<file path="src/rtl/aqalu_display_pkg.sv">
// Shared types, constants and helpers for the ALU result display stage:
// converter states, active-low 7-segment codes and the BCD add-3 step.
package aqalu_display_pkg;

  typedef enum logic {
    IDLE = 1'b0,
    CONV = 1'b1
  } conv_state_e;

  localparam int NUM_DIGITS = 3;
  localparam int BCD_W      = 12;

  // Segment order {g,f,e,d,c,b,a}, a lit segment is 0.
  localparam logic [6:0] SEG_0     = 7'b1000000;
  localparam logic [6:0] SEG_1     = 7'b1111001;
  localparam logic [6:0] SEG_2     = 7'b0100100;
  localparam logic [6:0] SEG_3     = 7'b0110000;
  localparam logic [6:0] SEG_4     = 7'b0011001;
  localparam logic [6:0] SEG_5     = 7'b0010010;
  localparam logic [6:0] SEG_6     = 7'b0000010;
  localparam logic [6:0] SEG_7     = 7'b1111000;
  localparam logic [6:0] SEG_8     = 7'b0000000;
  localparam logic [6:0] SEG_9     = 7'b0010000;
  localparam logic [6:0] SEG_A     = 7'b0001000;
  localparam logic [6:0] SEG_B     = 7'b0000011;
  localparam logic [6:0] SEG_C     = 7'b1000110;
  localparam logic [6:0] SEG_D     = 7'b0100001;
  localparam logic [6:0] SEG_E     = 7'b0000110;
  localparam logic [6:0] SEG_F     = 7'b0001110;
  localparam logic [6:0] SEG_BLANK = 7'b1111111;

  function automatic logic [6:0] seg_encode(input logic [3:0] nibble);
    logic [6:0] seg;
    seg = SEG_BLANK;
    case (nibble)
      4'h0: seg = SEG_0;
      4'h1: seg = SEG_1;
      4'h2: seg = SEG_2;
      4'h3: seg = SEG_3;
      4'h4: seg = SEG_4;
      4'h5: seg = SEG_5;
      4'h6: seg = SEG_6;
      4'h7: seg = SEG_7;
      4'h8: seg = SEG_8;
      4'h9: seg = SEG_9;
      4'hA: seg = SEG_A;
      4'hB: seg = SEG_B;
      4'hC: seg = SEG_C;
      4'hD: seg = SEG_D;
      4'hE: seg = SEG_E;
      4'hF: seg = SEG_F;
    endcase
    return seg;
  endfunction

  // Pre-shift correction: any digit of 5 or more would overflow past 9 once doubled.
  function automatic logic [BCD_W-1:0] bcd_add3(input logic [BCD_W-1:0] work);
    logic [BCD_W-1:0] adj;
    adj = work;
    for (int i = 0; i < NUM_DIGITS; i++) begin
      if (work[4*i +: 4] >= 4'd5) adj[4*i +: 4] = work[4*i +: 4] + 4'd3;
    end
    return adj;
  endfunction

endpackage

</file>
<file path="src/rtl/bin_to_bcd_seq.sv">
// Sequential shift-add-3 converter: 8-bit binary to 3-digit BCD, one bit per
// clock, result registered on the 8th shift.
module bin_to_bcd_seq
  import aqalu_display_pkg::*;
(
  input  logic             clock,
  input  logic             reset,
  input  logic             start,
  input  logic [7:0]       bin,
  output logic             busy,
  output logic [BCD_W-1:0] bcd,
  output logic             done
);

  conv_state_e      state_q, state_d;
  logic [7:0]       shift_q, shift_d;
  logic [BCD_W-1:0] work_q, work_d;
  logic [BCD_W-1:0] work_adj;
  logic [BCD_W-1:0] bcd_q, bcd_d;
  logic [2:0]       count_q, count_d;

  // NOTE: every always_comb output gets a default first so no path leaves it
  // unassigned, otherwise synthesis infers a latch.
  always_comb begin
    state_d  = state_q;
    shift_d  = shift_q;
    work_d   = work_q;
    count_d  = count_q;
    bcd_d    = bcd_q;
    work_adj = bcd_add3(work_q);

    unique case (state_q)
      IDLE: begin
        if (start) begin
          shift_d = bin;
          work_d  = '0;
          count_d = '0;
          state_d = CONV;
        end
      end
      CONV: begin
        {work_d, shift_d} = {work_adj[BCD_W-2:0], shift_q, 1'b0};
        count_d           = count_q + 3'd1;
        if (count_q == 3'd7) begin
          bcd_d   = {work_adj[BCD_W-2:0], shift_q[7]};
          state_d = IDLE;
        end
      end
    endcase
  end

  // NOTE: sequential state uses non-blocking assignments so every register
  // samples pre-edge values regardless of statement order.
  always_ff @(posedge clock or negedge reset) begin
    if (!reset) begin
      state_q <= IDLE;
      shift_q <= '0;
      work_q  <= '0;
      count_q <= '0;
      bcd_q   <= '0;
    end else begin
      state_q <= state_d;
      shift_q <= shift_d;
      work_q  <= work_d;
      count_q <= count_d;
      bcd_q   <= bcd_d;
    end
  end

  assign busy = (state_q == CONV);
  assign done = (state_q == CONV) && (count_q == 3'd7);
  assign bcd  = bcd_q;

endmodule

</file>
<file path="src/rtl/aqalu_result_display.sv">
// Board-facing output stage for the ALU result: decimal (via bin_to_bcd_seq) or
// hex digits on a 3-digit multiplexed common-anode 7-segment display.
module aqalu_result_display
  import aqalu_display_pkg::*;
#(
  parameter int REFRESH_DIV = 50_000
) (
  input  logic                  clock,
  input  logic                  reset,
  input  logic [7:0]            result,
  input  logic                  mode_hex,
  output logic [BCD_W-1:0]      bcd,
  output logic                  busy,
  output logic [6:0]            seg_n,
  output logic [NUM_DIGITS-1:0] an_n
);

  localparam int              CNT_W   = $clog2(REFRESH_DIV);
  localparam logic [CNT_W-1:0] CNT_MAX = CNT_W'(REFRESH_DIV - 1);

  logic [7:0]            last_value_q;
  logic                  start;
  logic                  conv_done_unused;
  logic [CNT_W-1:0]      refresh_q, refresh_d;
  logic [1:0]            digit_q, digit_d;
  logic [3:0]            nibble;
  logic                  blank;
  logic [6:0]            seg_d;
  logic [NUM_DIGITS-1:0] an_d;

  // Retriggers as soon as the converter idles, so the settled result is always shown.
  assign start = (result != last_value_q) && !busy;

  bin_to_bcd_seq u_bin_to_bcd (
    .clock (clock),
    .reset (reset),
    .start (start),
    .bin   (result),
    .busy  (busy),
    .bcd   (bcd),
    .done  (conv_done_unused)
  );

  always_comb begin
    refresh_d = (refresh_q == CNT_MAX) ? '0 : refresh_q + CNT_W'(1);
    digit_d   = digit_q;
    if (refresh_q == CNT_MAX) begin
      digit_d = (digit_q == 2'(NUM_DIGITS - 1)) ? 2'd0 : digit_q + 2'd1;
    end
  end

  // Leading-zero blanking applies to decimal only; hex shows both nibbles always.
  always_comb begin
    nibble = '0;
    blank  = 1'b1;
    an_d   = '1;
    case (digit_q)
      2'd0: begin
        an_d   = 3'b110;
        nibble = mode_hex ? last_value_q[3:0] : bcd[3:0];
        blank  = 1'b0;
      end
      2'd1: begin
        an_d   = 3'b101;
        nibble = mode_hex ? last_value_q[7:4] : bcd[7:4];
        blank  = !mode_hex && (bcd[11:4] == 8'd0);
      end
      2'd2: begin
        an_d   = 3'b011;
        nibble = bcd[11:8];
        blank  = mode_hex || (bcd[11:8] == 4'd0);
      end
      default: ;
    endcase
    seg_d = blank ? SEG_BLANK : seg_encode(nibble);
  end

  always_ff @(posedge clock or negedge reset) begin
    if (!reset) begin
      last_value_q <= '0;
      refresh_q    <= '0;
      digit_q      <= '0;
      seg_n        <= SEG_BLANK;
      an_n         <= '1;
    end else begin
      if (start) last_value_q <= result;
      refresh_q <= refresh_d;
      digit_q   <= digit_d;
      seg_n     <= seg_d;
      an_n      <= an_d;
    end
  end

endmodule

</file>
<file path="config.mk">
export PLATFORM = sky130hd
export DESIGN_NAME = aqalu_result_display
export DESIGN_NICKNAME = d
export VERILOG_FILES = /design/src/rtl/aqalu_display_pkg.sv /design/src/rtl/bin_to_bcd_seq.sv /design/src/rtl/aqalu_result_display.sv
export SDC_FILE = /design/constraint.sdc
export NUM_CORES = 1
export LEC_CHECK = 0
export BUFFER_PORTS_ARGS = -buffer_cell sky130_fd_sc_hd__buf_2
export CORE_UTILIZATION = 32
export CTS_CLUSTER_DIAMETER = 200
export CTS_CLUSTER_SIZE = 12
export DETAILED_ROUTE_END_ITERATION = 16
export GPL_TIMING_DRIVEN = 1
export HOLD_SLACK_MARGIN = 0.06
export PLACE_DENSITY = 0.62
export SETUP_SLACK_MARGIN = 0.3
export SLEW_MARGIN = 20
export SYNTH_ARGS = -nofsm -noshare
export SYNTH_HDL_FRONTEND = slang
export SYNTH_SLANG_ARGS = --single-unit
</file>
<file path="constraint.sdc">
create_clock -name clock -period 1.8 [get_ports clock]
set_input_delay 0.27 -clock clock [delete_from_list [all_inputs] [get_ports clock]]
set_output_delay 0.27 -clock clock [all_outputs]
set_load 0.01 [all_outputs]
</file>
==> results of run 1 <==
layer usage:
layer  up-vias  GRT usage [%]  routed length (um)
met2        47          24.05                4203
met5         -              0                   0
met4         0          2.896                  59
li1       1324              -                   -
met3         7          4.304                 306
met1      1389          19.17                3976
registers in the layout, indices dropped and copies added (netlist names):
name	cells
seg_n	7
u_bin_to_bcd.busy	1
u_bin_to_bcd.count_q	3
last_value_q	8
u_bin_to_bcd.bcd	12
digit_q	2
u_bin_to_bcd.work_q	12
u_bin_to_bcd.shift_q	8
an_n	3
refresh_q	16
stage by stage:
stage          utilization (%)  TNS [ps]  cell area [um2]  setup WS, ps  std cells
6_report                 47.22         0             5186         122.7        558
5_1_grt                  47.22         0             5186         40.09        558
4_1_cts                  43.70         0             4800         150.6        534
3_5_place_dp             37.33    -35.78             4100        -35.78        489
3_3_place_gp             37.33         0             4100         19.29        489
2_1_floorplan                -         0             3750         184.2        316
power groups by stage:
| stage | logic [mW] | clock network [mW] | registers, mW |
|---|---|---|---|
| detailed placement | 2.76 | 0 | 2.69 |
| finish | 3.68 | 1.60 | 2.70 |
| global route | 4.02 | 1.69 | 2.76 |
| floorplan | 2.07 | 0 | 2.65 |
| global placement | 2.65 | 0 | 2.68 |
| CTS | 3.25 | 1.65 | 2.67 |
worst min-delay path, cell delays in order:
cell      delay [ps]
buf_2            110
a222oi_1          70
inv_1             50
cell usage in the layout (no fill, tap or decap), drive strengths merged, types with 2 or more instances in the layout:
| cell type | Yosys | routed |
|---|---|---|
| nor2 | 21 | 21 |
| clkinv | 0 | 3 |
| buf | 9 | 95 |
| or4 | 2 | 2 |
| nor2b | 3 | 3 |
| dfrtp | 62 | 62 |
| nand4 | 5 | 5 |
| nor3 | 5 | 5 |
| dfstp | 10 | 10 |
| inv | 21 | 21 |
| nor4 | 3 | 3 |
| o21ba | 1 | 2 |
| clkinvlp | 0 | 2 |
| o21ai | 8 | 8 |
| a21o | 2 | 2 |
| ha | 15 | 15 |
| a222oi | 7 | 7 |
| and2 | 3 | 3 |
| mux2 | 21 | 21 |
| o221ai | 4 | 4 |
| nand2b | 7 | 7 |
| a211oi | 3 | 3 |
| clkbuf | 3 | 11 |
| nand3 | 7 | 7 |
| mux2i | 16 | 16 |
| nand2 | 21 | 22 |
| a22o | 15 | 15 |
| xnor2 | 20 | 20 |
| o22ai | 2 | 2 |
| xor2 | 6 | 6 |
| a21oi | 6 | 6 |
worst min path at each step:
stage                               to      start  slack, ps
2_1_floorplan               digit_q[0]      reset        -30
3_3_place_gp    u_bin_to_bcd.work_q[3]      reset        330
3_5_place_dp    u_bin_to_bcd.work_q[2]      reset        330
4_1_cts        u_bin_to_bcd.shift_q[2]  result[2]        190
5_1_grt        u_bin_to_bcd.shift_q[4]  result[4]        220
6_report       u_bin_to_bcd.shift_q[4]  result[4]        200
cell families (layout without fill, tap and decap cells):
kind of cell	after synthesis	count (layout)	synth area share, %
simple gates	81	82	11.95
flops	72	72	49.78
compound gates	52	53	11.64
mux	37	37	10.88
buf+inv	33	133	4.360
xor+xnor	26	26	6.248
fa+ha+maj	15	15	5.149
area by class of cell:
| cell class | instances | area, um2 |
|---|---|---|
| Clock inverter | 5 | 33.78 |
| Multi-Input combinational cell | 213 | 2072 |
| Inverter | 21 | 81.33 |
| Tap cell | 140 | 175.2 |
| Fill cell | 948 | 5797 |
| Clock buffer | 11 | 232.7 |
| Sequential cell | 72 | 1818 |
| Timing Repair Buffer | 96 | 773.2 |
repair_timing:
item | in CTS | in global routing
cloned | 3 | 1
resized for setup | 31 | 50
buffers inserted | 25 | 23
pin swaps | 18 | 30
endpoints found under the setup margin | 50 | 64
hold endpoints to repair | 62 | 0
hold buffers | 1 | 0
==> results.md, run 1 <==
- Root Buffer: clkbuf_16
- Top_reg_cell synth: dfrtp_1
- Post-synth cell types: 48
- Seq pwr share: 33.8%
- First-pass GRT wire length: 13320 um
- Slowest-stage cell, CP: or4_4
- Hold Path Class: input pin to register
- Top cells by area, synth: dfrtp_1 43%, dfstp_2 7.2%, mux2_2 6.5%
- Pint: 5.119 mW
- Row cnt: 38
- DIE WIDTH: around 110 um
- Syn. warnings: 0
- Clock slew at reported path FFs: approximately 60 ps
- Clock Latency Late Sink: roughly 330 ps
- Drt total wl: 8546 um
- Worst flop-to-flop path endpoint: refresh_q[15]
- CP max stage delay: 550 ps
- Diode count: 0
- Post-DP HPWL: 5274 um
- Max Fclk: 596.2 MHz
- Largest net degree at the start of global routing: 73
- Drc violations: 0
- Reg2Reg Depth: 6
- CTS buffer count: 9
- DRT Pass-1 Iters: 7
- Crit. End Element: register
- Ratio of cells with drive above 1 in the final layout: 50.96%
- Routed via count: ~2800
- Wire per inst: 15.32 um
- Arrival @ worst endpoint: between 1500 and 2000 ps
- Vias in the first global route: roughly 2800
- # setup viols final: 0
- Period utilization: 93.19%
- CTS HTree Levels: 3
- Initial antenna violation count: 0
- Area growth from synthesis to layout: 42.29%
- Clock network power share: 20.0%
- Total power: 7.981 mW
- Most common cell in the netlist: dfrtp_1
- I/O pins: 34
- Aggregate global-route resource usage: 14.64%
- Final ANT Viol Nets: 0
- 1st-iter DRT viols: 101
- CTS tree: done
- Cell count after synthesis: 316
- Ys async rst share: 100.0%
- Sequential fraction of the synthesis area: 49.78%
- Worst Hold Margin: about 200 ps
- Flops & latches, synth: about 70
- Status: finished clean
- Core area: 10980 um2
- Worst setup path start: refresh_q[9]
- Worst-Margin Slew: 384.7 ps
- Flop2flop setup slack: ~120 ps
- Vias per cell: just under 5
- Req. time, crit path: 2020 ps
- RR Startpoint: refresh_q[9]
- Hold path cells: 3
- Number of synthesized flops with an enable pin: 0
- Grt ovf: 0
- Slew HR: 74.35%
- Clk sinks: 72
- Unrepaired setup endpoints after global routing: true
- Peak supply drop: just under 1 mV
- Final Skew: slightly above 8 ps
- Nature of the critical path startpoint: register
- Final hold violation count: 0
- Avg Inst Size Synth: 11.53 um2
- CP Cell Sequence: buf_4 -> nand4_4 -> or4_4 -> nor3_2 -> xnor2_1 -> nor2_2
- Die Y: around 110 um
- Gpl congestion: 0.7891
- CP max FO: 3
- Switching part of the total power: 35.86%
- Die area: 11820 um2
- MaxCap Viol Count: 0
- Power per cell area: 1539 nW/um2
- Cell Area, Synth: 3645 um2
- Mapped Nets: 342
- Critical path type: register to register
- Leakage: 2.390 nW
- Slew Limit Fails: 0
- Comb pwr share: 46.1%
- Initial core utilization: 33.19%
- Psw: between 2 and 3 mW
- CP delay by family, top: simple AND/OR/NAND/NOR gates
- Minimum clock period: 1677 ps
- Buf+Inv Stages, Crit Path: 1
- CP endpoint: refresh_q[15]
- Area leader, netlist: dfrtp_1
- Input/output buffers: 33
- Stages on worst setup path: 6
- Post-synth top cells: 62 x dfrtp_1, 21 x inv_1, 21 x mux2_2, 21 x nand2_1, 20 x xnor2_1
- Longest Clk Path Bufs: 2
- Net count reported at finish: 439
- Post-synth top area share: approximately 43%
No activity file was read; power rests on OpenSTA's default activity.
==> inputs of run 2 (changes only) <==
--- a/config.mk
+++ b/config.mk
@@ -5,6 +5,7 @@
 export SDC_FILE = /design/constraint.sdc
 export NUM_CORES = 1
 export LEC_CHECK = 0
+export ABC_AREA = 1
 export BUFFER_PORTS_ARGS = -buffer_cell sky130_fd_sc_hd__buf_2
 export CORE_UTILIZATION = 32
 export CTS_CLUSTER_DIAMETER = 200
==> run 2 against run 1 <==
Net effect:
- design area is 0.31% higher
- critical path depth is 4 higher
- total power is 1.3% lower
- critical path type unchanged
==> results.md, run 2 <==
- Status: finished clean
- Number of synthesized flops with an enable pin: 0
- Mapped Nets: 527
- Ratio of cells with drive above 1 in the final layout: a little under a third
- Nature of the critical path startpoint: register
- Avg Inst Size Synth: a little under 8 um2
- Max Fclk: 607.6 MHz
- Slew Limit Fails: 0
- Top_reg_cell synth: dfrtp_1
- DIE WIDTH: ~110 um
- Root Buffer: clkbuf_16
- Minimum clock period: about 1600 ps
- DRT Pass-1 Iters: 5
- Final Cell Area: 5202 um2
- Grt ovf: 0
- Cell Area, Synth: 3897 um2
- CTS tree: done
- Wire per inst: 13.82 um
- Area growth from synthesis to layout: 33.48%
- CTS buffer count: 9
- Area leader, netlist: dfrtp_1
- Core area: 11660 um2
- Ys async rst share: 100.0%
- CP Cell Sequence: buf_12 -> nor2_4 -> nand3_4 -> nand2_4 -> nor2_4 -> ha_1 -> inv_1 -> nand2_1 -> nand3_1 -> nand3_1
- First-pass GRT wire length: between 15000 and 20000 um
- Flop2flop setup slack: ~150 ps
- Largest net degree at the start of global routing: 64
- Longest Clk Path Bufs: 2
- Input/output buffers: 33
- Diode count: 0
- Net count reported at finish: approximately 600
- Placed Area: 4274 um2
- Initial antenna violation count: 0
- Initial core utilization: between 30% and 40%
- Clock Latency Late Sink: 340 ps
- Drc violations: 0
- Slew HR: between 60% and 70%
- Period utilization: between 90% and 100%
- Die Y: 112.4 um
- Gpl congestion: 0.9038
- Aggregate global-route resource usage: 15.61%
- Row cnt: 39
- Arrival @ worst endpoint: 1880 ps
- Largest register FFs: 16
- Drt total wl: ~10000 um
- Clk sinks: between 70 and 80
- Most common cell after layout, fill and taps aside: nand2_1
- Buf+Inv Stages, Crit Path: 2
- Sum Neg Setup Slack: 0 ps
- Most common cell in the netlist: nand2_1
- CP max FO: 4
- CP max stage delay: approximately 440 ps
- Flops & latches, synth: 72
- MaxCap Viol Count: 0
- Top cells by area, synth: dfrtp_1 40%, nand2_1 15%, inv_1 7.5%
- Cell count after synthesis: 501
- Crit. End Element: register
- Die area: approximately 13000 um2
- Syn. warnings: 0
- Hold Path Class: input pin to register
- Routed via count: about 3500
- Post-DP HPWL: between 6000 and 7000 um
- Final ANT Viol Nets: 0
- Req. time, crit path: around 2000 ps
- Vias per cell: 4.869
- Leakage: 2.645 nW
- Critical path type: register to register
- Final Skew: ~6.5 ps
- Final hold violation count: 0
- Unrepaired setup endpoints after global routing: true
- Vias in the first global route: roughly 3300
- Slowest-stage cell, CP: dfrtp_2
- Clock slew at reported path FFs: 60 ps
- Power per cell area: 1514 nW/um2
- CP delay by family, top: simple AND/OR/NAND/NOR gates
- Worst-Margin Slew: around 540 ps
- Most frequent cells in the layout: 134 x nand2_1, 62 x inv_1, 61 x dfrtp_1
- Most flop-heavy register: refresh_q
- Post-synth top area share: around two fifths
- # setup viols final: 0
- Post-synth top cells: 151 x nand2_1, 78 x inv_1, 62 x dfrtp_1, 47 x o21ai_0, 43 x nand3_1
- Sequential fraction of the synthesis area: 46.55%
- Post-synth cell types: 31
- 1st-iter DRT viols: 330
- I/O pins: 34
- CTS HTree Levels: 3
- Peak supply drop: 0.5170 mV
-- run 2: worst register-to-register path: cells and delay by family (launching register included) --
kind	cells	cell delay, ps
simple gates	7	670
fa+ha+maj	1	230
flops	1	440
buf+inv	2	220
-- run 2: path summary, 6_finish.rpt --
path / start / to / depth (start not counted)
max in group asynchronous: reset / seg_n[6] / 3
worst max-delay path: digit_q[0] / seg_n[0] / 10
worst min-delay path: result[4] / last_value_q[4] / 3
worst max register to register: digit_q[0] / seg_n[0] / 10
worst min register to register: refresh_q[0] / refresh_q[0] / 1
min in group asynchronous: reset / refresh_q[12] / 2
-- run 2: per-layer routing --
metal / global-route usage (%) / vias to the layer above / wire length [um]
li1: - / 1735 / -
met4: 9.689 / 0 / 323
met5: 0 / - / 0
met1: 18.61 / 1654 / 4257
met3: 2.160 / 28 / 311
met2: 26.71 / 84 / 5044
-- run 2: timing repair --
item	4_1_cts	5_1_grt
hold buffers	1	0
hold endpoints to repair	9	0
setup buffers	9	15
resized for setup	40	79
cloned	0	4
setup endpoints to repair	23	50
pin swaps	13	18
-- run 2: per-stage QoR --
step / instances / hold slack [ps] / setup slack, ps / util (%) / total power [mW]
after floorplan: 501 / -25.59 / 306.9 / - / 4.451
after CTS: 700 / 196.0 / 258.2 / 40.51 / 7.200
final: 719 / 196.4 / 154.3 / 44.61 / 7.879
after global routing: 719 / 207.1 / 70.91 / 44.61 / 8.430
after detailed placement: 678 / 149.2 / 118.3 / 36.65 / 5.302
after global placement: 678 / 143.5 / 195.1 / 36.65 / 5.202
-- run 2: where the power goes --
part	internal, mW	switching [mW]
Sequential	2.21	0.446
Clock	0.939	0.646
Combinational	1.58	2.06
-- run 2: final cells by class --
type | count | area (um2)
Fill cell | 1071 | 6460
Inverter | 79 | 296.5
Tap cell | 143 | 178.9
Sequential cell | 72 | 1815
Clock buffer | 11 | 242.7
Clock inverter | 1 | 7.507
Timing Repair Buffer | 72 | 570.5
Multi-Input combinational cell | 341 | 2091
-- run 2: kinds of logic (layout without fill, tap and decap cells) --
logic type | after synthesis | after routing | synth area share (%)
flops | 72 | 72 | 46.55
simple gates | 253 | 253 | 27.90
compound gates | 65 | 65 | 9.791
buf+inv | 88 | 163 | 9.149
xor+xnor | 8 | 8 | 1.798
fa+ha+maj | 15 | 15 | 4.815
==> inputs of run 3 (changes only) <==
--- a/config.mk
+++ b/config.mk
@@ -13,7 +13,7 @@
 export DETAILED_ROUTE_END_ITERATION = 16
 export GPL_TIMING_DRIVEN = 1
 export HOLD_SLACK_MARGIN = 0.06
-export PLACE_DENSITY = 0.62
+export PLACE_DENSITY = 0.55
 export SETUP_SLACK_MARGIN = 0.3
 export SLEW_MARGIN = 20
 export SYNTH_ARGS = -nofsm -noshare
==> run 3 against run 2 <==
Net effect:
- global-route usage about the same
- combinational power decreased by 6.3%
- cell count stayed put
- critical path type unchanged
- critical endpoint unchanged
==> results.md, run 3 (synthesized netlist as in run 2, its figures left out) <==
- Psw: 3.029 mW
- Final Skew: between 8 and 9 ps
- Period utilization: 85.79%
- Minimum clock period: 1544 ps
- CP Cell Sequence: buf_6 -> nor2_4 -> nand3_2 -> nand2_2 -> nor2_4 -> ha_1 -> inv_1 -> nand2_1 -> nand3_1 -> nand3_1
- Dpl cells: 676
- Arrival @ worst endpoint: 1790 ps
- Req. time, crit path: 2040 ps
- Drc violations: 0
- Ratio of cells with drive above 1 in the final layout: 30.21%
- Input/output buffers: 33
- CTS HTree Levels: 3
- Clock slew at reported path FFs: 50 ps
- Clock network power share: 22.4%
- Switching part of the total power: 38.94%
- Comb pwr share: 43.9%
- Final ANT Viol Nets: 0
- Slew HR: 75.98%
- Diode count: 0
- Nature of the critical path startpoint: register
- Final hold violation count: 0
- Critical path type: register to register
- Die Y: around 110 um
- Post-DP HPWL: 6473 um
- Vias in the first global route: 3427
- Leakage: around 2.6 nW
- Core area: roughly 12000 um2
- Net count reported at finish: 598
- Fillers: 1146
- Unrepaired setup endpoints after global routing: true
- Power per cell area: 1527 nW/um2
- Longest Clk Path Bufs: 2
- Slowest-stage cell, CP: dfrtp_1
- 1st-iter DRT viols: 200
- Most common cell after layout, fill and taps aside: nand2_1
- Drt total wl: 9700 um
- Crit. End Element: register
- Wire per inst: 13.49 um
- Seq pwr share: between 30% and 40%
- Row cnt: 39
- MaxCap Viol Count: 0
- Largest net degree at the start of global routing: 55
- Worst Hold Margin: 213.0 ps
- CTS tree: done
- CTS buffer count: 9
- # setup viols final: 0
- DIE WIDTH: 112.4 um
- Total power: about 7.8 mW
- Status: finished clean
- Peak supply drop: roughly 0.49 mV
- Register cell area after layout: 1815 um2
- Sum Neg Setup Slack: 0 ps
- Hold Path Class: input pin to register
- Largest register FFs: 16
- Most flop-heavy register: refresh_q
- Clk sinks: 72
- I/O pins: 34
- Non-Filler Instances: between 700 and 800
- Root Buffer: clkbuf_16
- Max Fclk: roughly 650 MHz
- Pint: between 4 and 5 mW
- Worst-Margin Slew: 357.1 ps
- First-pass GRT wire length: 15450 um
- CP max FO: 4
- Routed via count: 3479
- Most frequent cells in the layout: 134 x nand2_1, 64 x inv_1, 61 x dfrtp_1
- Aggregate global-route resource usage: about 16%
- Initial core utilization: between 30% and 40%
- Area occupied by multi-input gates: 2009 um2
- DRT Pass-1 Iters: 4
- Grt ovf: 0
- CP max stage delay: 400 ps
- Die area: 12620 um2
- Post-Route Utilization: a little over two fifths
- Initial antenna violation count: 0
- Clock Latency Late Sink: 340 ps
- Slew Limit Fails: 0
- Area growth from synthesis to layout: 30.75%
- Gpl congestion: 0.8575
- Vias per cell: 4.839
-- run 3: cell types whose count changed in the layout (fill, tap and decap cells not counted), moves of 3 or more --
cell      before  now
clkinv_2       0    3
inv_2         16   13
nand2_2       13   16
nand3_4        7    4
o21ai_1       10   13
o21ai_2       13   10
-- run 3: metrics by stage --
| stage | area, um2 | setup slack [ps] |
|---|---|---|
| floorplan | 3902 | 306.9 |
| global placement | 4259 | 190.7 |
| detailed placement | 4259 | 111.9 |
| CTS | 4701 | 239.5 |
| global route | 5096 | 150.0 |
| finish | 5096 | 255.8 |
-- run 3: repair_timing --
item	CTS	global route
buffers inserted	8	16
cloned	0	3
hold buffers	1	0
hold endpoints to repair	62	0
endpoints found under the setup margin	20	47
gates resized for setup	32	68
pin swaps	15	21
-- run 3: final timing paths --
path / depth (start not counted) / to / slack (ps) / from
min in group asynchronous: 3 / refresh_q[7] / 470 / reset
max reg2reg: 10 / seg_n[0] / 260 / digit_q[1]
min: 3 / last_value_q[3] / 210 / result[3]
max in group asynchronous: 3 / an_n[1] / 1030 / reset
min reg2reg: 1 / u_bin_to_bcd.count_q[0] / 490 / u_bin_to_bcd.count_q[0]
max: 10 / seg_n[0] / 260 / digit_q[1]
-- run 3: power groups by stage --
stage	registers [mW]	logic, mW	clock network, mW
floorplan	2.61	1.84	0
CTS	2.61	2.84	1.80
global placement	2.62	2.58	0
detailed placement	2.63	2.65	0
finish	2.62	3.41	1.74
global route	2.68	3.85	1.85
-- run 3: worst max-delay path: cells and delay by family (launching register included) --
family,cells,cell delay [ps]
AND/OR/NAND/NOR,7,670
buffers and inverters,2,190
adder cells (fa/ha/maj),1,210
flip-flops,1,400
-- run 3: routing by layer --
layer	vias to the layer above	share of wire [%]	routed length [um]	GRT usage, %
li1	1732	-	-	-
met1	1661	44	4230	18.45
met2	62	50	4858	26.63
met3	24	3.6	353	3.564
met4	0	2.6	257	7.733
met5	-	0	0	0
-- run 3: area by class of cell --
type,count,area share (%)
clock inverters,4,0.8839
repair buffers,69,9.919
inverters,79,5.868
clock buffers,11,4.763
well taps,143,3.511
multi-input cells,341,39.43
flip-flops and latches,72,35.62
